--- config.mk ---
export PLATFORM = sky130hd
export DESIGN_NAME = piezo_arbiter
export DESIGN_NICKNAME = d
export VERILOG_FILES = /design/src/rtl/piezo_pkg.sv /design/src/rtl/piezo_tick_timer.sv /design/src/rtl/piezo_arbiter.sv
export SDC_FILE = /design/constraint.sdc
export NUM_CORES = 1
export LEC_CHECK = 0
export ABC_CLOCK_PERIOD_IN_PS = 3600
export CORE_MARGIN = 3
export CORE_UTILIZATION = 35
export CTS_BUF_LIST = sky130_fd_sc_hd__clkbuf_4
export CTS_CLUSTER_SIZE = 25
export DETAILED_ROUTE_END_ITERATION = 10
export PLACE_DENSITY = 0.71
export SYNTH_ARGS = -nofsm -noshare
export SYNTH_HDL_FRONTEND = slang
export SYNTH_SLANG_ARGS = --single-unit
--- constraint.sdc ---
create_clock -name clk -period 3.6 [get_ports clk]
set_input_delay 0.9 -clock clk [delete_from_list [all_inputs] [get_ports clk]]
set_output_delay 0.9 -clock clk [all_outputs]
set_load 0.05 [all_outputs]
--- src/rtl/piezo_pkg.sv ---
// Shared encodings and default timing for the piezo buzzer arbiter.
package piezo_pkg;

   typedef enum logic [1:0] {
      ST_IDLE = 2'b00,
      ST_EVT  = 2'b01,
      ST_GAP  = 2'b10
   } state_t;

   localparam logic [1:0] SRC_NONE = 2'b00;
   localparam logic [1:0] SRC_T1   = 2'b01;
   localparam logic [1:0] SRC_T2   = 2'b10;
   localparam logic [1:0] SRC_MISS = 2'b11;

   localparam int unsigned DEF_DUR_HIT  = 100;
   localparam int unsigned DEF_DUR_MISS = 60;
   localparam int unsigned DEF_GAP_MS   = 5;

endpackage

--- src/rtl/piezo_tick_timer.sv ---
// 16-bit down-counter in 1 ms ticks; load beats tick, done flags the 1->0 tick.
module piezo_tick_timer (
   input  logic        clk,
   input  logic        rst,
   input  logic        load,
   input  logic [15:0] load_val,
   input  logic        tick,
   output logic        done
);

   logic [15:0] cnt;

   always_ff @(posedge clk) begin
      if (rst) begin
         cnt <= 16'd0;
      end else if (load) begin
         cnt <= load_val;
      end else if (tick && cnt != 16'd0) begin
         cnt <= cnt - 16'd1;
      end
   end

   // Independent of load so the parent can reload from done without a loop.
   assign done = tick && (cnt == 16'd1);

endmodule

--- src/rtl/piezo_arbiter.sv ---
// Fixed-priority buzzer arbiter (T1 > T2 > MISS) with timed sounds and silent gaps.
// Optional background melody in IDLE when PIEZO_ARBITER_BGM_EN is defined.
module piezo_arbiter
   import piezo_pkg::*;
#(
   parameter int unsigned DUR_HIT  = DEF_DUR_HIT,
   parameter int unsigned DUR_MISS = DEF_DUR_MISS,
   parameter int unsigned GAP_MS   = DEF_GAP_MS,
   parameter int unsigned PITCH_W  = 32
) (
   input  logic               clk,
   input  logic               rst,
   input  logic               i_tick,
   input  logic               i_req_t1,
   input  logic [PITCH_W-1:0] i_pitch_t1,
   input  logic               i_req_t2,
   input  logic [PITCH_W-1:0] i_pitch_t2,
   input  logic               i_req_miss,
   input  logic [PITCH_W-1:0] i_pitch_miss,
   input  logic               i_bgm_en,
   input  logic [PITCH_W-1:0] i_bgm_pitch,
   output logic               o_play_en,
   output logic [PITCH_W-1:0] o_cnt_limit,
   output logic [1:0]         o_src,
   output logic               o_drop
);

   localparam logic [15:0] DUR_HIT_L  = 16'(DUR_HIT);
   localparam logic [15:0] DUR_MISS_L = 16'(DUR_MISS);
   localparam logic [15:0] GAP_L      = 16'(GAP_MS);

   state_t             state, state_n;
   logic               pend_t1, pend_t2, pend_miss;
   logic               pend_t1_n, pend_t2_n, pend_miss_n;
   logic [PITCH_W-1:0] pit_t1, pit_t2, pit_miss;
   logic [PITCH_W-1:0] eff_t1, eff_t2, eff_miss;
   logic               v_t1, v_t2, v_miss, zero_req;
   logic               grant;
   logic [1:0]         grant_src, pick;
   logic [PITCH_W-1:0] grant_pitch;
   logic               tmr_load, tmr_done;
   logic [15:0]        tmr_val;
   logic               play_n, drop_n;
   logic [PITCH_W-1:0] limit_n;
   logic [1:0]         src_n;

   // Zero-pitch requests are discarded rather than latched.
   assign v_t1     = i_req_t1   && (i_pitch_t1   != '0);
   assign v_t2     = i_req_t2   && (i_pitch_t2   != '0);
   assign v_miss   = i_req_miss && (i_pitch_miss != '0);
   assign zero_req = (i_req_t1 && !v_t1) || (i_req_t2 && !v_t2) || (i_req_miss && !v_miss);

   assign eff_t1   = v_t1   ? i_pitch_t1   : pit_t1;
   assign eff_t2   = v_t2   ? i_pitch_t2   : pit_t2;
   assign eff_miss = v_miss ? i_pitch_miss : pit_miss;

`ifndef PIEZO_ARBITER_BGM_EN
   logic bgm_unused;
   assign bgm_unused = ^{i_bgm_en, i_bgm_pitch};
`endif

   piezo_tick_timer u_timer (
      .clk      (clk),
      .rst      (rst),
      .load     (tmr_load),
      .load_val (tmr_val),
      .tick     (i_tick),
      .done     (tmr_done)
   );

   always_comb begin
      pend_t1_n   = pend_t1   | v_t1;
      pend_t2_n   = pend_t2   | v_t2;
      pend_miss_n = pend_miss | v_miss;
      drop_n      = zero_req;
      state_n     = state;
      grant       = 1'b0;
      grant_src   = SRC_NONE;
      grant_pitch = o_cnt_limit;
      tmr_load    = 1'b0;
      tmr_val     = 16'd0;
      pick        = pend_t1_n ? SRC_T1 : pend_t2_n ? SRC_T2 :
                    pend_miss_n ? SRC_MISS : SRC_NONE;

      case (state)
         ST_IDLE: begin
            if (pick != SRC_NONE) begin
               grant     = 1'b1;
               grant_src = pick;
            end
         end
         ST_EVT: begin
            // Only fresh hit pulses preempt; a same-cycle tick loses to the reload.
            if (v_t1) begin
               grant     = 1'b1;
               grant_src = SRC_T1;
            end else if (v_t2) begin
               grant     = 1'b1;
               grant_src = SRC_T2;
            end else if (tmr_done) begin
               state_n  = ST_GAP;
               tmr_load = 1'b1;
               tmr_val  = GAP_L;
            end
            if (grant && o_src == SRC_MISS) drop_n = 1'b1;
         end
         ST_GAP: begin
            if (tmr_done) begin
               if (pick != SRC_NONE) begin
                  grant     = 1'b1;
                  grant_src = pick;
               end else begin
                  state_n = ST_IDLE;
               end
            end
         end
         default: state_n = ST_IDLE;
      endcase

      if (grant) begin
         state_n  = ST_EVT;
         tmr_load = 1'b1;
         tmr_val  = (grant_src == SRC_MISS) ? DUR_MISS_L : DUR_HIT_L;
         case (grant_src)
            SRC_T1: begin
               pend_t1_n   = 1'b0;
               grant_pitch = eff_t1;
            end
            SRC_T2: begin
               pend_t2_n   = 1'b0;
               grant_pitch = eff_t2;
            end
            default: begin
               pend_miss_n = 1'b0;
               grant_pitch = eff_miss;
            end
         endcase
         // A hit supersedes any waiting miss buzz.
         if (grant_src != SRC_MISS) begin
            if (pend_miss_n) drop_n = 1'b1;
            pend_miss_n = 1'b0;
         end
      end

      play_n  = 1'b0;
      src_n   = SRC_NONE;
      limit_n = o_cnt_limit;
      case (state_n)
         ST_EVT: begin
            play_n  = 1'b1;
            src_n   = grant ? grant_src : o_src;
            limit_n = grant_pitch;
         end
         ST_IDLE: begin
`ifdef PIEZO_ARBITER_BGM_EN
            if (i_bgm_en && i_bgm_pitch != '0) begin
               play_n  = 1'b1;
               limit_n = i_bgm_pitch;
            end
`endif
         end
         default: ;
      endcase
   end

   always_ff @(posedge clk) begin
      if (rst) begin
         state       <= ST_IDLE;
         pend_t1     <= 1'b0;
         pend_t2     <= 1'b0;
         pend_miss   <= 1'b0;
         o_play_en   <= 1'b0;
         o_cnt_limit <= '0;
         o_src       <= SRC_NONE;
         o_drop      <= 1'b0;
      end else begin
         state       <= state_n;
         pend_t1     <= pend_t1_n;
         pend_t2     <= pend_t2_n;
         pend_miss   <= pend_miss_n;
         o_play_en   <= play_n;
         o_cnt_limit <= limit_n;
         o_src       <= src_n;
         o_drop      <= drop_n;
      end
   end

   // Pitch storage is qualified by the pending bits, so it needs no reset.
   always_ff @(posedge clk) begin
      if (v_t1)   pit_t1   <= i_pitch_t1;
      if (v_t2)   pit_t2   <= i_pitch_t2;
      if (v_miss) pit_miss <= i_pitch_miss;
   end

endmodule

==> impl_metrics.sql <==
INSERT INTO impl_metrics (metric_group, metric, value, unit) VALUES
('global_routing', 'groute.usage.overall', '18.8', '%'),
('clock_network', 'worst_skew_pair.late_latency', '0.55', 'ns'),
('die', 'io_pins', '171', ''),
('power_and_ir_drop', 'vdd_ir_max', '0.391', 'mV'),
('logic_synthesis', 'yosysTopAreaCell', 'sky130_fd_sc_hd__dfxtp_1', ''),
('place', 'place.gp.congestion', '0.846', ''),
('global_routing', 'gr-total-overflow', '0', ''),
('logic_synthesis', 'synth-seq-cells', '153', ''),
('logic_synthesis', 'yosys_warnings', '0', ''),
('timing', 'maxClockFrequency', '284', 'MHz'),
('layout', 'final_nets', '954', ''),
('die', 'floorplan.initialDensity', '36.1', '%'),
('logic_synthesis', 'synthDistinctLibCells', '56', ''),
('logic_synthesis', 'synth-adder-area-share', '0.571', '%'),
('die', 'die_w', '143', 'um'),
('logic_synthesis', 'postSynthCellCount', '617', ''),
('flow_run', 'max_cap_violations', '0', ''),
('route', 'drcViolationCount', '0', ''),
('global_routing', 'first_global_vias', '5569', ''),
('power_and_ir_drop', 'power_report.internal_total', '0.00316', 'W'),
('timing', 'slew-limit-headroom', '59.0', '%'),
('critical_path', 'timing.critical_path.from_type', 'input port', ''),
('place', 'detailedPlacementHpwl', '13900', 'um'),
('outcome', 'status', 'complete, no violations', ''),
('clock_network', 'clkSinkCount', '153', ''),
('logic_synthesis', 'synthXorXnorAreaFrac', '1.47', '%'),
('logic_synthesis', 'synthMuxAreaShare', '20.7', '%'),
('clock_network', 'tritoncts', 'yes', ''),
('logic_synthesis', 'syn_avg_cell_area', '10.7', 'um^2'),
('route', 'wire_per_inst', '18.2', 'um'),
('power_and_ir_drop', 'switching_power', '0.00144', 'W'),
('clock_network', 'ctsHoldBuffers', '0', ''),
('clock_network', 'cts.htree.levels', '4', ''),
('clock_network', 'clk_transition_reported_paths', '0.11', 'ns'),
('logic_synthesis', 'synth_top_family_by_area', 'multiplexers', ''),
('timing', 'layout_worst_path_cycle_share', '97.9', '%'),
('logic_synthesis', 'synth_fp_nets', '755', ''),
('layout', 'fraction_of_final_layout_cells_sized_beyond_drive_strength_1', '32.7', '%'),
('min_path', 'holdPathStages', '2', ''),
('layout', 'sequential_cell_area', '3060', 'um^2'),
('logic_synthesis', 'synth_top_cells_by_area', 'sky130_fd_sc_hd__dfxtp_1 47%, sky130_fd_sc_hd__mux2_2 16%, sky130_fd_sc_hd__a311oi_1 4.3%, sky130_fd_sc_hd__mux2i_1 4.3%, sky130_fd_sc_hd__nand3b_1 3.9%', ''),
('critical_path', 'r2r_cells', '12', ''),
('clock_network', 'cts_max_path_buffers', '2', ''),
('route', 'detail_route.first_pass.iterations', '4', ''),
('power_and_ir_drop', 'power.share.clock', '26.2', '%'),
('power_and_ir_drop', 'part_of_the_total_power_dissipated_in_combinational_logic', '30.7', '%'),
('route', 'detail_route.vias_per_cell', '5.14', ''),
('logic_synthesis', 'synth_enable_flop_cells', '0', ''),
('timing', 'setup_tns', '0', 'ns'),
('logic_synthesis', 'postSynth.topFlopCell', 'sky130_fd_sc_hd__dfxtp_1', ''),
('timing', 'fin_skew', '0.0207', 'ns'),
('logic_synthesis', 'netlist_area', '6570', 'um^2'),
('route', 'ant_nets', '0', ''),
('clock_network', 'clockRootBuffer', 'sky130_fd_sc_hd__clkbuf_4', ''),
('logic_synthesis', 'synth_compound_area_share', '9.90', '%'),
('die', 'core_region_area', '18200', 'um^2'),
('logic_synthesis', 'synthSimpleGateAreaFrac', '16.8', '%'),
('layout', 'area_growth_syn_to_layout', '41.2', '%'),
('power_and_ir_drop', 'share_seq_of_total_power', '43.1', '%'),
('power_and_ir_drop', 'p_sw_share', '31.3', '%'),
('global_routing', 'grt_first_pass_wirelength', '29600', 'um'),
('critical_path', 'timing_worst_setup_path_type', 'input port to register', ''),
('layout', 'multi_input_comb_area', '3450', 'um^2'),
('power_and_ir_drop', 'fin_total_pwr', '0.00460', 'W'),
('die', 'fp.dieArea', '20500', 'um^2'),
('global_routing', 'antenna_found_initial', '4', ''),
('die', 'dieHeight', '143', 'um'),
('timing', 'final_period_minus_worst_setup_slack', '3.52', 'ns'),
('power_and_ir_drop', 'power.static_leakage', '3.63', 'nW'),
('logic_synthesis', 'synth.yosys.seq_area_share', '46.6', '%'),
('logic_synthesis', 'yosysTopAreaCellShare', '46.6', '%');
cell type report:
cell class                 instances  area share (%)
multi-input combinational        414            37.1
sequential                       153            33.0
timing repair buffer             219            22.8
tap                              229            3.09
clock inverter                    12            1.94
clock buffer                      19            1.54
inverter                          11           0.445
antenna                            4           0.108
registers in the layout (all words and copies together), names as in the netlist:
| register | count |
|---|---|
| pend_miss | 1 |
| o_src | 2 |
| state | 2 |
| u_timer.cnt | 16 |
| pit_t2 | 32 |
| o_cnt_limit | 32 |
| o_play_en | 1 |
| pit_miss | 32 |
| o_drop | 1 |
| pend_t2 | 1 |
| pit_t1 | 32 |
| pend_t1 | 1 |
worst max-delay path, stage by stage:
cell and delay (ns):
sky130_fd_sc_hd__clkdlybuf4s50_1 0.46, sky130_fd_sc_hd__nor4_2 0.24, sky130_fd_sc_hd__nand2_1 0.14, sky130_fd_sc_hd__o41ai_4 0.36, sky130_fd_sc_hd__buf_4 0.20, sky130_fd_sc_hd__or4b_4 0.48
sky130_fd_sc_hd__o21ai_4 0.09, sky130_fd_sc_hd__inv_2 0.07, sky130_fd_sc_hd__ha_4 0.27, sky130_fd_sc_hd__inv_2 0.05, sky130_fd_sc_hd__buf_12 0.15, sky130_fd_sc_hd__or2_2 0.29
sky130_fd_sc_hd__mux2i_1 0.16, sky130_fd_sc_hd__a311oi_1 0.07
power by group through the flow:
stage          combinational [W]  sequential, W  clock [W]
6_report                 0.00141        0.00198    0.00121
5_1_grt                  0.00151        0.00200    0.00131
4_1_cts                  0.00140        0.00198    0.00124
3_5_place_dp             0.00138        0.00202          0
3_3_place_gp             0.00137        0.00201          0
2_1_floorplan           0.000597        0.00225          0
per-stage QoR:
step / utilization [%] / cell area [um^2] / instances / hold WS, ns / worst slack [ns]
global placement: 47.8 / 8710 / 1021 / 0.450 / -0.716
detailed placement: 47.8 / 8710 / 1021 / 0.453 / -0.785
CTS: 49.9 / 9090 / 1055 / 0.483 / 0.000757
finish: 51.0 / 9280 / 1061 / 0.477 / 0.0751
global route: 51.0 / 9280 / 1059 / 0.498 / -0.0426
floorplan: - / 6580 / 617 / 0.442 / -0.00244
per-layer routing:
| metal | GRT usage [%] | up-vias | part of all wire [%] |
|---|---|---|---|
| met5 | 0 | - | 0.14 |
| met4 | 7.05 | 4 | 2.5 |
| met3 | 6.23 | 32 | 7.3 |
| met2 | 29.8 | 159 | 46 |
| met1 | 23.9 | 2584 | 44 |
| li1 | - | 2678 | - |
kinds of logic (layout without fill, tap and decap cells):
logic type,after synthesis,after routing
AO/OA/AOI/OAI,77,77
XOR/XNOR,11,11
adder cells (fa/ha/maj),3,3
buffers and inverters,50,261
flip-flops,153,153
multiplexers,124,124
other,0,4
AND/OR/NAND/NOR,199,199
cell usage after synthesis, drive strengths merged, types with 2 or more instances:
master / n
mux2i: 28
nor3: 7
o221a: 4
a311oi: 32
o21a: 2
xor2: 2
o41ai: 3
a31oi: 2
a211oi: 2
nor4: 30
o21ai: 3
o21bai: 2
or2: 29
a21oi: 12
clkbuf: 19
dfxtp: 153
a221oi: 2
ha: 3
nand3b: 34
nor2b: 2
nor2: 24
inv: 11
mux2: 96
nand4: 3
nand2: 53
xnor2: 9
o2bb2ai: 2
nand3: 9
buf: 20
a21boi: 2
or3: 2
layout by cell type (no fill, tap or decap), drive strengths merged, types with 9 or more instances in the layout:
cell type,instances
dfxtp,153
clkdlybuf4s50,120
mux2,96
buf,83
nand2,53
nand3b,34
a311oi,32
nor4,30
or2,29
mux2i,28
nor2,24
clkbuf,19
dlymetal6s2s,15
a21oi,12
inv,11
xnor2,9
nand3,9
what timing repair did:
action                                  4_1_cts  5_1_grt
endpoints found under the setup margin       33       33
pin swaps                                     5       14
buffers inserted                              3        2
resized for setup                             9       35
final timing paths:
kind | startpoint | endpoint | slack [ns]
worst min-delay path | u_timer.cnt[7] | u_timer.cnt[7] | 0.48
worst min register to register | u_timer.cnt[7] | u_timer.cnt[7] | 0.48
worst max register to register | u_timer.cnt[4] | o_cnt_limit[24] | 0.67
worst max-delay path | i_pitch_t1[27] | o_cnt_limit[24] | 0.08
Note: power is estimated with default switching activity, not from simulation.
